### src/rtl/stream_mux_arb.sv
// Registered N-channel stream mux with manual-select or round-robin arbitration.
// Define STREAM_MUX_ARB_LOCK_EN to add in_last and lock the round-robin grant per packet.
module stream_mux_arb #(
  parameter int WIDTH    = 2,
  parameter int CHANNELS = 4,
  parameter int SELW     = $clog2(CHANNELS)
) (
  input  logic                      clk,
  input  logic                      rst_n,
  input  logic [CHANNELS*WIDTH-1:0] in_data,
  input  logic [CHANNELS-1:0]       in_valid,
`ifdef STREAM_MUX_ARB_LOCK_EN
  input  logic [CHANNELS-1:0]       in_last,
`endif
  output logic [CHANNELS-1:0]       in_ready,
  input  logic [SELW-1:0]           sel,
  input  logic                      rr_mode,
  output logic [WIDTH-1:0]          out_data,
  output logic [SELW-1:0]           out_chan,
  output logic                      out_valid,
  input  logic                      out_ready
);

  localparam logic [SELW-1:0] LAST_CHAN = SELW'(CHANNELS - 1);
  localparam logic [SELW:0]   CHAN_CNT  = (SELW+1)'(CHANNELS);

  logic [WIDTH-1:0] chan_data [CHANNELS];
  logic [SELW-1:0]  rot_idx   [CHANNELS];

  logic [WIDTH-1:0] data_reg;
  logic [SELW-1:0]  chan_reg;
  logic             valid_reg;
  logic [SELW-1:0]  ptr_reg;
  logic [SELW-1:0]  ptr_next;

  logic             load_en;
  logic [SELW-1:0]  grant;
  logic             grant_valid;
  logic [SELW-1:0]  rr_grant;
  logic             rr_found;
  logic             xfer;
  logic             ptr_adv;

`ifdef STREAM_MUX_ARB_LOCK_EN
  logic             lock_reg;
  logic [SELW-1:0]  lock_chan_reg;
`endif

  assign load_en = !valid_reg || out_ready;

  // rot_idx[k] is the channel examined k-th when scanning from ptr with wrap.
  genvar gi;
  generate
    for (gi = 0; gi < CHANNELS; gi++) begin : g_chan
      logic [SELW:0] sum;
      assign chan_data[gi] = in_data[gi*WIDTH +: WIDTH];
      assign sum           = {1'b0, ptr_reg} + (SELW+1)'(gi);
      assign rot_idx[gi]   = (sum >= CHAN_CNT) ? SELW'(sum - CHAN_CNT) : sum[SELW-1:0];
      assign in_ready[gi]  = load_en && grant_valid && (grant == SELW'(gi));
    end
  endgenerate

  // Scan from the far end so the entry closest to ptr wins.
  always_comb begin
    rr_found = 1'b0;
    rr_grant = '0;
    for (int k = CHANNELS - 1; k >= 0; k--) begin
      if (in_valid[rot_idx[k]]) begin
        rr_found = 1'b1;
        rr_grant = rot_idx[k];
      end
    end
  end

  always_comb begin
    grant       = '0;
    grant_valid = 1'b0;
    if (!rr_mode) begin
      grant       = sel;
      grant_valid = (int'(sel) < CHANNELS);
    end else begin
      grant       = rr_grant;
      grant_valid = rr_found;
`ifdef STREAM_MUX_ARB_LOCK_EN
      if (lock_reg) begin
        grant       = lock_chan_reg;
        grant_valid = 1'b1;
      end
`endif
    end
  end

  assign xfer     = |(in_valid & in_ready);
  assign ptr_next = (grant == LAST_CHAN) ? '0 : grant + 1'b1;

`ifdef STREAM_MUX_ARB_LOCK_EN
  // Mid-packet transfers keep ptr parked; it moves on only past the last word.
  assign ptr_adv = xfer && rr_mode && in_last[grant];

  always_ff @(posedge clk or negedge rst_n) begin
    if (!rst_n) begin
      lock_reg      <= 1'b0;
      lock_chan_reg <= '0;
    end else if (!rr_mode) begin
      lock_reg      <= 1'b0;
    end else if (xfer) begin
      lock_reg      <= !in_last[grant];
      lock_chan_reg <= grant;
    end
  end
`else
  assign ptr_adv = xfer && rr_mode;
`endif

  always_ff @(posedge clk or negedge rst_n) begin
    if (!rst_n) begin
      data_reg  <= '0;
      chan_reg  <= '0;
      valid_reg <= 1'b0;
      ptr_reg   <= '0;
    end else begin
      if (xfer) begin
        data_reg  <= chan_data[grant];
        chan_reg  <= grant;
        valid_reg <= 1'b1;
      end else if (out_ready) begin
        valid_reg <= 1'b0;
      end
      if (ptr_adv) begin
        ptr_reg <= ptr_next;
      end
    end
  end

  assign out_data  = data_reg;
  assign out_chan  = chan_reg;
  assign out_valid = valid_reg;

endmodule

### config.mk
export PLATFORM = sky130hd
export DESIGN_NAME = stream_mux_arb
export DESIGN_NICKNAME = d
export VERILOG_FILES = /design/src/rtl/stream_mux_arb.sv
export SDC_FILE = /design/constraint.sdc
export NUM_CORES = 1
export LEC_CHECK = 0
export BUFFER_PORTS_ARGS = -buffer_cell sky130_fd_sc_hd__buf_2
export CORE_AREA = 3 3 40 42
export DETAILED_ROUTE_END_ITERATION = 6
export DIE_AREA = 0 0 43 45
export PLACE_DENSITY = 0.84
export SLEW_MARGIN = 25
export SYNTH_ARGS = -nofsm -noshare
export SYNTH_HDL_FRONTEND = slang
export SYNTH_SLANG_ARGS = --single-unit
### constraint.sdc
create_clock -name clk -period 6.9 [get_ports clk]
set_input_delay 1.035 -clock clk [delete_from_list [all_inputs] [get_ports clk]]
set_output_delay 1.035 -clock clk [all_outputs]
set_load 0.01 [all_outputs]
Yosys cells after proc, flatten, opt, wreduce, memory -nomap -nowiden
Index checks and enable logic that the tools add are counted.
{"block": "word_totals", "in_bits": 18, "word_cells": 65, "out_inout_bits": 9, "register_bits": 7}
{"block": "op_classes", "muxes": 28, "eq_ne": 3, "n_bitwise": 2, "reduce_logical": 11, "addsub": 8, "order_cmp": 9}
{"op": "two-way mux 2 bit", "count": 12}
{"op": ">= comparator 3 bit, second input constant", "count": 4}
{"op": "< comparator 2 x 3 -> 1 bit, second input constant", "count": 4}
{"op": "two-way mux 1 bit", "count": 11}
{"op": "binary-select mux 1 bit (select 2 bit)", "count": 4}
{"op": "subtractor 2 x 1 -> 2 bit, second input constant", "count": 4}
{"op": "adder 2 x 2 -> 3 bit, second input constant", "count": 2}
{"op": "logical AND 1 bit", "count": 6}
{"op": "AND 4 bit", "count": 1}
{"op": "binary-select mux 2 bit (select 2 bit)", "count": 1}
{"op": "equality test 2 bit, second input constant", "count": 2}
{"op": "OR reduction 4 bit", "count": 1}
{"op": "adder 2 x 1 -> 3 bit, second input constant", "count": 1}
{"op": ">= comparator 2 x 3 -> 1 bit, second input constant", "count": 1}
{"op": "NOT 2 -> 3 bit", "count": 1}
{"op": "adder 2 x 1 -> 2 bit, second input constant", "count": 1}
{"op": "equality test 2 x 1 -> 1 bit, second input constant", "count": 1}
{"op": "zero test 2 bit", "count": 1}
{"op": "nonzero test 2 bit", "count": 1}
{"op": "zero test 1 bit", "count": 1}
{"op": "logical OR 1 bit", "count": 1}

Depth between registers and ports, before layout
Gate-level depths: netlist of run 1.
{"block": "depth", "word_depth": 15, "mapped_depth": 10, "ltp_nobuf": 10}

Worst setup path after synthesis of run 1
No wires, ideal clock.
{"block": "synth_timing", "path_kind": "input to output", "from": "input port in_valid[2]", "to": "output port in_ready[3]", "path_buffers": 0, "setup_slack_ps": 3611, "stages": 6, "required_ps": 5865, "t_arrival_ps": 2254, "cell_sequence": "nor2b_1 a221o_1 a31oi_4 inv_1 ha_1 and2_1"}
{"block": "synth_between", "elab_chain_len": 9, "word_cells_on_any_way": 21, "classes_between": "eq/ne: 1; mux: 18; reduce/logical: 2"}
{"element": "start, declared", "line": "11", "source": "input logic [CHANNELS-1:0] in_valid,"}
{"element": "binary-select mux 1 bit (select 2 bit)", "line": "68", "source": "if (in_valid[rot_idx[k]]) begin"}
{"element": "two-way mux 1 bit (not written as such)", "line": "68"}
{"element": "two-way mux 2 bit / two-way mux 1 bit (equally long branches) (4 in a row)", "line": "68"}
{"element": "two-way mux 2 bit / two-way mux 1 bit (equally long branches)", "line": "78", "source": "if (!rr_mode) begin"}
{"element": "equality test 2 bit / logical AND 1 bit (equally long branches)", "line": "59", "source": "assign in_ready[gi] = load_en && grant_valid && (grant == SELW'(gi));"}
{"element": "logical AND 1 bit *", "line": "59"}
{"element": "end, declared", "line": "15", "source": "output logic [CHANNELS-1:0] in_ready,"}
Mark *: on every way between the ends. The rest lies on a longest branch, timed or not. The select of a mux whose other input is x is not followed.

Worst setup path in the final report of run 1
Same ends and word-level chain as after synthesis.

==> flow_metrics.env, run 1 <==
export IMPL_drive_gt1_share_pct=39.4
export IMPL_drv_slew=0
export IMPL_first_pass_iters=4
export IMPL_post_dp_hpwl_um=1200
export IMPL_wl_per_cell_um=13.7
export IMPL_place_gp_congestion=0.898
export IMPL_die_area_um2=1940
export IMPL_cp_slowest_cell="a221o_1"
export IMPL_switching_power_mw=0.102
export IMPL_ctsHoldBuffers=0
export IMPL_insertion_delay_ps=250
export IMPL_std_cell_rows=13
export IMPL_syn_inst=65
export IMPL_cts_tree="done"
export IMPL_power_internal_mw=0.157
export IMPL_ys_types=29
export IMPL_cp_data_required_time_ps=5860
export IMPL_cp_max_fo=8
export IMPL_period_minus_slack_ps=3690
export IMPL_numPortBuffers=26
export IMPL_period_share_pct=53.4
export IMPL_ios=27
export IMPL_diodes=0
export IMPL_synthAdderAreaFrac_pct=2.00
export IMPL_initial_core_util_pct=48.7
export IMPL_syn_area_um2=626
export IMPL_via_per_inst=5.46
export IMPL_p_per_area_nw_per_um2=324
export IMPL_overflow=0
export IMPL_synth_area_leader_cell="dfrtp_1"
export IMPL_finalWorstSetupSlack_ps=3210
export IMPL_final_cell_mix="buf_2 (26), mux2i_1 (7), dfrtp_1 (7)"
export IMPL_critical_path_top_delay_family="compound AO/OA/AOI/OAI gates"
export IMPL_vias=595
export IMPL_slew_headroom_pct=52.0
export IMPL_finalHoldViolations=0
export IMPL_synth_simple_area_share_pct=15.4
export IMPL_routed_wirelength_um=1490
export IMPL_fmax_ghz=0.271
export IMPL_cts_resized=0
export IMPL_synth_xor_area_share_pct=0
export IMPL_syn_nets=84
export IMPL_r2r_slack_ps=4160
export IMPL_finalNetCount=114
export IMPL_power_leakage_nw=0.412
export IMPL_synth_top_family_by_area="compound AO/OA/AOI/OAI gates"
export IMPL_worst_pin_slew_ps=714
export IMPL_path_class="input pin to output pin"
export IMPL_combPwrFrac_pct=56.2
export IMPL_first_iter_violations=8
export IMPL_synth_seq_cells=7
export IMPL_p_clk_share_pct=14.0
export IMPL_netlist_area_leader_share_pct=28.0
export IMPL_grt_pass1_wl_um=2580
export IMPL_finClkSkew_ps=2.74
export IMPL_path_cells="buf_2, nor2b_1, a221o_1, a31oi_4, inv_1, ha_1, and2_1, buf_2"
export IMPL_cts_setup_buffers=0
export IMPL_die_height_um=45
export IMPL_netSwitchingFraction_pct=39.3
export IMPL_fin_util_pct=62.0
export IMPL_cts_buffer_depth=2
export IMPL_cts_root_buf="clkbuf_4"
export IMPL_setup_tns_ps=0
export IMPL_maxCapViolCount=0
export IMPL_cp_common_cell="buf_2"
export IMPL_die_w_um=43
export IMPL_crit_buf_inv=3
export IMPL_preCtsSetupSlack_ps=3220
export IMPL_htree_levels=1
export IMPL_hp_class="flip-flop to flip-flop"
export IMPL_seq_power_share_pct=29.7
export IMPL_crit_path_start_kind="input pin"
export IMPL_muxShareOfSynthArea_pct=25.0
export IMPL_yosysWarnings=0
export IMPL_rsz0062_at_grt="false"
export IMPL_core_area_um2=1280
export IMPL_cts_buffers=3
export IMPL_synth_compound_area_share_pct=25.4
export IMPL_arrival_ps=2650
export IMPL_drc_errors=0
export IMPL_synth_seq_area_share_pct=28.0
export IMPL_clk_pin_slew_worst_paths_ps=50
export IMPL_grt_max_degree=11
export IMPL_cpPeakStageDelay_ps=370
export IMPL_grt_pass1_vias=597
export IMPL_layout_commonest_cell="buf_2"
export IMPL_synth_area_leaders="dfrtp_1 (28%), mux2_4 (12%), mux2i_1 (11%)"
export IMPL_grt_total_usage_pct=18.0
export IMPL_status="completed"
export IMPL_peakVddDrop_uv=275
export IMPL_syn_avg_cell_area_um2=9.62
export IMPL_syn_to_final_growth_pct=27.4
export IMPL_endpoint_kind="output pin"
export IMPL_finalSetupViolCount=0
export IMPL_antenna_found_initial=0
export IMPL_route_antenna_remaining_nets=0
export IMPL_cts_sinks=7
==> stage by stage <==
stage               std cells  area (um^2)  hold slack, ps  total power [mW]
finish                    109          797             500             0.258
floorplan                  65          626             547             0.178
CTS                       109          797             505             0.261
global placement          105          771             488             0.219
detailed placement        105          771             492             0.223
global route              109          797             525             0.282
==> worst reg2reg max path: cells and delay by family (launching register included) <==
kind	cells	cell delay (ps)
compound gates	5	1380
flops	1	430
mux	1	330
fa+ha+maj	1	220
buf+inv	1	140
simple gates	1	120
==> synth_stat cells <==
library cell,count
a211oi_1,2
or3_1,1
a32o_1,1
o22ai_1,1
o221ai_1,1
clkbuf_1,1
o21ai_1,1
a21oi_1,4
nand2_1,4
and2_1,1
a2bb2oi_1,1
a2111oi_0,1
mux2_1,1
clkinv_1,1
mux2i_1,7
a31oi_4,2
o21a_1,1
dfrtp_1,7
a21boi_0,1
and3_1,1
nand2b_1,2
a221o_1,1
ha_1,1
nor2b_1,4
mux2_4,5
nor4_1,1
nor2_1,5
inv_1,5
a31o_2,1
==> logic make-up (layout without fill, tap and decap cells) <==
logic type / count (synthesis) / in the layout
fa+ha+maj: 1 / 1
simple gates: 19 / 19
flops: 7 / 7
buf+inv: 7 / 36
compound gates: 18 / 18
mux: 13 / 13
==> power by group through the flow <==
stage                     sequential (mW)  clock [mW]  combinational (mW)
after CTS                          0.0769      0.0378               0.146
after floorplan                    0.0826           0              0.0959
after global placement             0.0763           0               0.143
after detailed placement           0.0776           0               0.145
after global routing               0.0801      0.0416               0.160
final                              0.0768      0.0362               0.145
==> cell type report <==
type                       count  area [um^2]
inverter                       6         22.5
multi-input combinational     51          424
clock buffer                   4         26.3
tap                           15         18.8
fill                         110          488
timing repair buffer          26          130
sequential                     7          175
==> worst paths after layout <==
path | endpoint | cells after the start | startpoint
min in group asynchronous | out_data[0]$_DFFE_PN0P_ | 1 | rst_n
max in group asynchronous | ptr_reg[0]$_DFFE_PN0P_ | 1 | rst_n
worst max register to register | out_data[0]$_DFFE_PN0P_ | 9 | ptr_reg[1]$_DFFE_PN0P_
worst max-delay path | in_ready[3] | 8 | in_valid[2]
worst min register to register | out_data[1]$_DFFE_PN0P_ | 1 | out_data[1]$_DFFE_PN0P_
worst min-delay path | out_data[1]$_DFFE_PN0P_ | 1 | out_data[1]$_DFFE_PN0P_
==> per-layer routing <==
| metal | GRT usage (%) | part of all wire, % |
|---|---|---|
| met1 | 24.1 | 47 |
| met5 | 0 | 0 |
| met3 | 4.38 | 6.4 |
| met2 | 25.4 | 44 |
| met4 | 12.0 | 3.0 |
(Power assumes the default switching activity.)
==> run 2, diff against run 1 <==
--- a/config.mk
+++ b/config.mk
@@ -6,10 +6,10 @@
 export NUM_CORES = 1
 export LEC_CHECK = 0
 export BUFFER_PORTS_ARGS = -buffer_cell sky130_fd_sc_hd__buf_2
-export CORE_AREA = 3 3 40 42
+export CORE_MARGIN = 3
+export CORE_UTILIZATION = 41
 export DETAILED_ROUTE_END_ITERATION = 6
-export DIE_AREA = 0 0 43 45
-export PLACE_DENSITY = 0.84
+export PLACE_DENSITY = 0.78
 export SLEW_MARGIN = 25
 export SYNTH_ARGS = -nofsm -noshare
 export SYNTH_HDL_FRONTEND = slang
==> constraint.sdc (replaced) <==
create_clock -name clk -period 3.2 [get_ports clk]
set_input_delay 0.48 -clock clk [delete_from_list [all_inputs] [get_ports clk]]
set_output_delay 0.48 -clock clk [all_outputs]
set_load 0.01 [all_outputs]
==> flow_metrics.env, run 2 (synthesized netlist as in run 1, its figures left out) <==
export IMPL_place_inst=106
export IMPL_grt_pass1_wl_um=2640
export IMPL_period_minus_slack_ps=2720
export IMPL_period_share_pct=85.0
export IMPL_drive_gt1_share_pct=40.0
export IMPL_diodes=0
export IMPL_layout_commonest_cell="buf_2"
export IMPL_grt_total_usage_pct=17.7
export IMPL_netSwitchingFraction_pct=39.5
export IMPL_die_area_um2=2030
export IMPL_endpoint_kind="flip-flop"
export IMPL_numPortBuffers=26
export IMPL_first_iter_violations=5
export IMPL_place_gp_congestion=0.845
export IMPL_ctsHoldBuffers=0
export IMPL_finalNetCount=115
export IMPL_rsz0062_at_grt="false"
export IMPL_die_height_um=45.1
export IMPL_insertion_delay_ps=250
export IMPL_via_per_inst=5.49
export IMPL_grt_max_degree=11
export IMPL_stdcell_count=110
export IMPL_combPwrFrac_pct=56.1
export IMPL_hp_class="input pin to asynchronous set/reset pin"
export IMPL_drc_errors=0
export IMPL_cts_resized=0
export IMPL_cp_max_fo=6
export IMPL_cts_tree="done"
export IMPL_p_clk_share_pct=13.9
export IMPL_peakVddDrop_uv=501
export IMPL_vias=604
export IMPL_setup_tns_ps=0
export IMPL_syn_to_final_growth_pct=28.6
export IMPL_cts_root_buf="clkbuf_4"
export IMPL_core_area_um2=1370
export IMPL_first_pass_iters=4
export IMPL_seq_power_share_pct=30.0
export IMPL_clk_pin_slew_worst_paths_ps=50
export IMPL_overflow=0
export IMPL_crit_path_start_kind="flip-flop"
export IMPL_final_cell_mix="buf_2 (26), mux2i_1 (7), dfrtp_1 (7)"
export IMPL_switching_power_mw=0.223
export IMPL_finalSetupViolCount=0
export IMPL_initial_core_util_pct=45.8
export IMPL_routed_wirelength_um=1490
export IMPL_cts_setup_buffers=0
export IMPL_arrival_ps=2850
export IMPL_finalHoldViolations=0
export IMPL_wl_per_cell_um=13.5
export IMPL_path_class="flip-flop to flip-flop"
export IMPL_route_antenna_remaining_nets=0
export IMPL_grt_pass1_vias=602
export IMPL_status="completed"
export IMPL_cts_sinks=7
export IMPL_slew_headroom_pct=51.8
export IMPL_finalWorstSetupSlack_ps=479
export IMPL_maxCapViolCount=0
export IMPL_drv_slew=0
export IMPL_power_internal_mw=0.341
export IMPL_std_cell_rows=13
export IMPL_htree_levels=1
export IMPL_ios=27
export IMPL_p_per_area_nw_per_um2=701
export IMPL_power_leakage_nw=0.417
export IMPL_preCtsSetupSlack_ps=392
export IMPL_cts_buffers=3
export IMPL_r2r_cells=10
export IMPL_die_w_um=45.1
export IMPL_cts_buffer_depth=2
export IMPL_hold_worst_slack_ps=46.3
export IMPL_cp_data_required_time_ps=3330
export IMPL_worst_pin_slew_ps=717
export IMPL_fmax_ghz=0.367
export IMPL_antenna_found_initial=0
export IMPL_post_dp_hpwl_um=1170
export IMPL_finClkSkew_ps=5.00
[run 2: changes by cell type in the layout (fill, tap and decap cells not counted)]
cell	delta
buf_4	+1
[run 2: final timing paths]
check	startpoint	to	slack, ps
max in group asynchronous	rst_n	ptr_reg[1]$_DFFE_PN0P_	3000
hold reg to reg	out_chan[1]$_DFFE_PN0P_	out_chan[1]$_DFFE_PN0P_	510
hold / removal	rst_n	out_valid$_DFFE_PN0P_	50
min in group clk	out_chan[1]$_DFFE_PN0P_	out_chan[1]$_DFFE_PN0P_	510
setup / recovery	ptr_reg[1]$_DFFE_PN0P_	out_chan[0]$_DFFE_PN0P_	480
setup reg to reg	ptr_reg[1]$_DFFE_PN0P_	out_chan[0]$_DFFE_PN0P_	480
[run 2: critical path, stage by stage, from the launching register on]
cell	delay, ps
dfrtp_1	450
nand2b_1	200
a21oi_1	140
or3_1	150
a31o_2	250
clkinv_1	150
ha_1	240
a32o_1	200
o21a_1	210
a31oi_4	280
mux2_4	330
[run 2: layout make-up]
cell class	instances	area, um^2
fillers	129	562
clock buffers	4	26.3
multi-input cells	51	424
repair buffers	27	138
inverters	6	22.5
well taps	15	18.8
flip-flops and latches	7	175
[run 2: per-layer routing]
metal | share of wire, % | track usage [%] | up-vias
met3 | 6.9 | 4.78 | 2
met4 | 0.81 | 3.51 | 0
met1 | 45 | 23.8 | 278
li1 | - | - | 302
met5 | 0 | 0 | -
met2 | 48 | 28.5 | 22
[run 2: per-stage QoR]
step	power [mW]	util (%)	cell area [um^2]
global route	0.617	58.9	805
global placement	0.477	57.0	778
finish	0.564	58.9	805
floorplan	0.385	-	626
detailed placement	0.487	57.0	778
CTS	0.571	58.9	805
[run 2: power by group through the flow]
stage               clock network [mW]  logic (mW)  registers [mW]
floorplan                            0       0.207           0.178
global placement                     0       0.311           0.166
detailed placement                   0       0.318           0.169
CTS                             0.0817       0.320           0.169
global route                    0.0909       0.350           0.176
finish                          0.0786       0.316           0.169
==> run 3, diff against run 2 <==
==> constraint.sdc (replaced) <==
create_clock -name clk -period 3.2 [get_ports clk]
set_input_delay 0.32 -clock clk [delete_from_list [all_inputs] [get_ports clk]]
set_output_delay 0.32 -clock clk [all_outputs]
set_load 0.01 [all_outputs]
==> flow_metrics.env, run 3 (synthesized netlist as in run 1, its figures left out) <==
export IMPL_status="completed"
export IMPL_cts_setup_buffers=0
export IMPL_place_gp_congestion=0.885
export IMPL_ios=27
export IMPL_hold_worst_slack_ps=394
export IMPL_grt_max_degree=11
export IMPL_diodes=0
export IMPL_hp_class="input pin to flip-flop"
export IMPL_drive_gt1_share_pct=39.6
export IMPL_htree_levels=1
export IMPL_cts_root_buf="clkbuf_4"
export IMPL_power_leakage_nw=0.421
export IMPL_overflow=0
export IMPL_p_per_area_nw_per_um2=685
export IMPL_min_from="out_ready"
export IMPL_path_class="flip-flop to flip-flop"
export IMPL_fmax_ghz=0.378
export IMPL_peakVddDrop_uv=523
export IMPL_power_total_mw=0.558
export IMPL_syn_to_final_growth_pct=30.2
export IMPL_cts_buffer_depth=2
export IMPL_slew_headroom_pct=53.9
export IMPL_ctsHoldBuffers=1
export IMPL_finClkSkew_ps=3.81
export IMPL_first_pass_iters=5
export IMPL_layout_commonest_cell="buf_2"
export IMPL_core_area_um2=1370
export IMPL_post_dp_hpwl_um=1130
export IMPL_die_height_um=45.1
export IMPL_period_share_pct=82.7
export IMPL_cts_buffers=3
export IMPL_maxCapViolCount=0
export IMPL_first_iter_violations=11
export IMPL_arrival_ps=2770
export IMPL_finalSetupViolCount=0
export IMPL_cts_tree="done"
export IMPL_critPathLaunch="ptr_reg[1]$_DFFE_PN0P_"
export IMPL_worst_pin_slew_ps=686
export IMPL_setup_tns_ps=0
export IMPL_die_area_um2=2030
export IMPL_drv_slew=0
export IMPL_drc_errors=0
export IMPL_via_per_inst=5.56
export IMPL_cp_max_fo=6
export IMPL_die_w_um=45.1
export IMPL_rsz0062_at_grt="false"
export IMPL_grt_pass1_wl_um=2410
export IMPL_initial_core_util_pct=45.8
export IMPL_grt_total_usage_pct=15.4
export IMPL_cts_resized=0
export IMPL_vias=617
export IMPL_antenna_found_initial=0
export IMPL_routed_wirelength_um=1430
export IMPL_cp_data_required_time_ps=3330
export IMPL_rr_startpoint="ptr_reg[1]$_DFFE_PN0P_"
export IMPL_endpoint_kind="flip-flop"
export IMPL_crit_path_start_kind="flip-flop"
export IMPL_numPortBuffers=26
export IMPL_route_antenna_remaining_nets=0
export IMPL_finalNetCount=116
export IMPL_final_cell_mix="buf_2 (26), mux2i_1 (7), dfrtp_1 (7)"
export IMPL_std_cell_rows=13
export IMPL_grt_pass1_vias=600
export IMPL_cts_sinks=7
export IMPL_wl_per_cell_um=12.9
export IMPL_insertion_delay_ps=250
export IMPL_clk_pin_slew_worst_paths_ps=50
export IMPL_finalHoldViolations=0
export IMPL_period_minus_slack_ps=2650
==> run 3: layout make-up <==
type / instances / area (um^2)
Inverter: 6 / 22.5
Tap cell: 15 / 18.8
Multi-Input combinational cell: 51 / 424
Clock buffer: 4 / 26.3
Sequential cell: 7 / 175
Timing Repair Buffer: 28 / 148
Fill cell: 128 / 552
==> run 3: worst paths after layout <==
kind / end / slack, ps / cells past startpoint
max in group asynchronous: out_valid$_DFFE_PN0P_ / 2610 / 2
min reg2reg: out_data[0]$_DFFE_PN0P_ / 510 / 1
min in group asynchronous: out_data[0]$_DFFE_PN0P_ / 440 / 2
min: out_valid$_DFFE_PN0P_ / 390 / 3
max: out_chan[1]$_DFFE_PN0P_ / 550 / 10
max reg2reg: out_chan[1]$_DFFE_PN0P_ / 550 / 10
==> run 3: power breakdown <==
group          internal [mW]  switching (mW)
Sequential             0.133          0.0334
Clock                 0.0475          0.0309
Combinational          0.162           0.152
Total                  0.342           0.216
==> run 3: metrics by stage <==
step	util [%]	instances	setup WS (ps)	cell area (um^2)
floorplan	-	65	706	626
global route	59.6	111	386	815
CTS	59.6	111	554	815
finish	59.6	111	555	815
detailed placement	57.0	106	576	778
global placement	57.0	106	602	778
==> run 3: critical path, stage by stage (launching register included) <==
cell      delay (ps)
dfrtp_1          430
nand2b_1         180
a21oi_1          130
or3_1            130
a31o_2           250
clkinv_1         150
ha_1             240
a32o_1           200
o21a_1           220
a31oi_4          270
mux2_4           330
==> run 3: per-layer routing <==
layer,vias to the layer above,routed length [um],global-route usage (%)
met5,-,0,0
met4,0,25,4.68
met3,4,112,3.19
met2,29,671,26.3
met1,282,621,19.5
li1,302,-,-
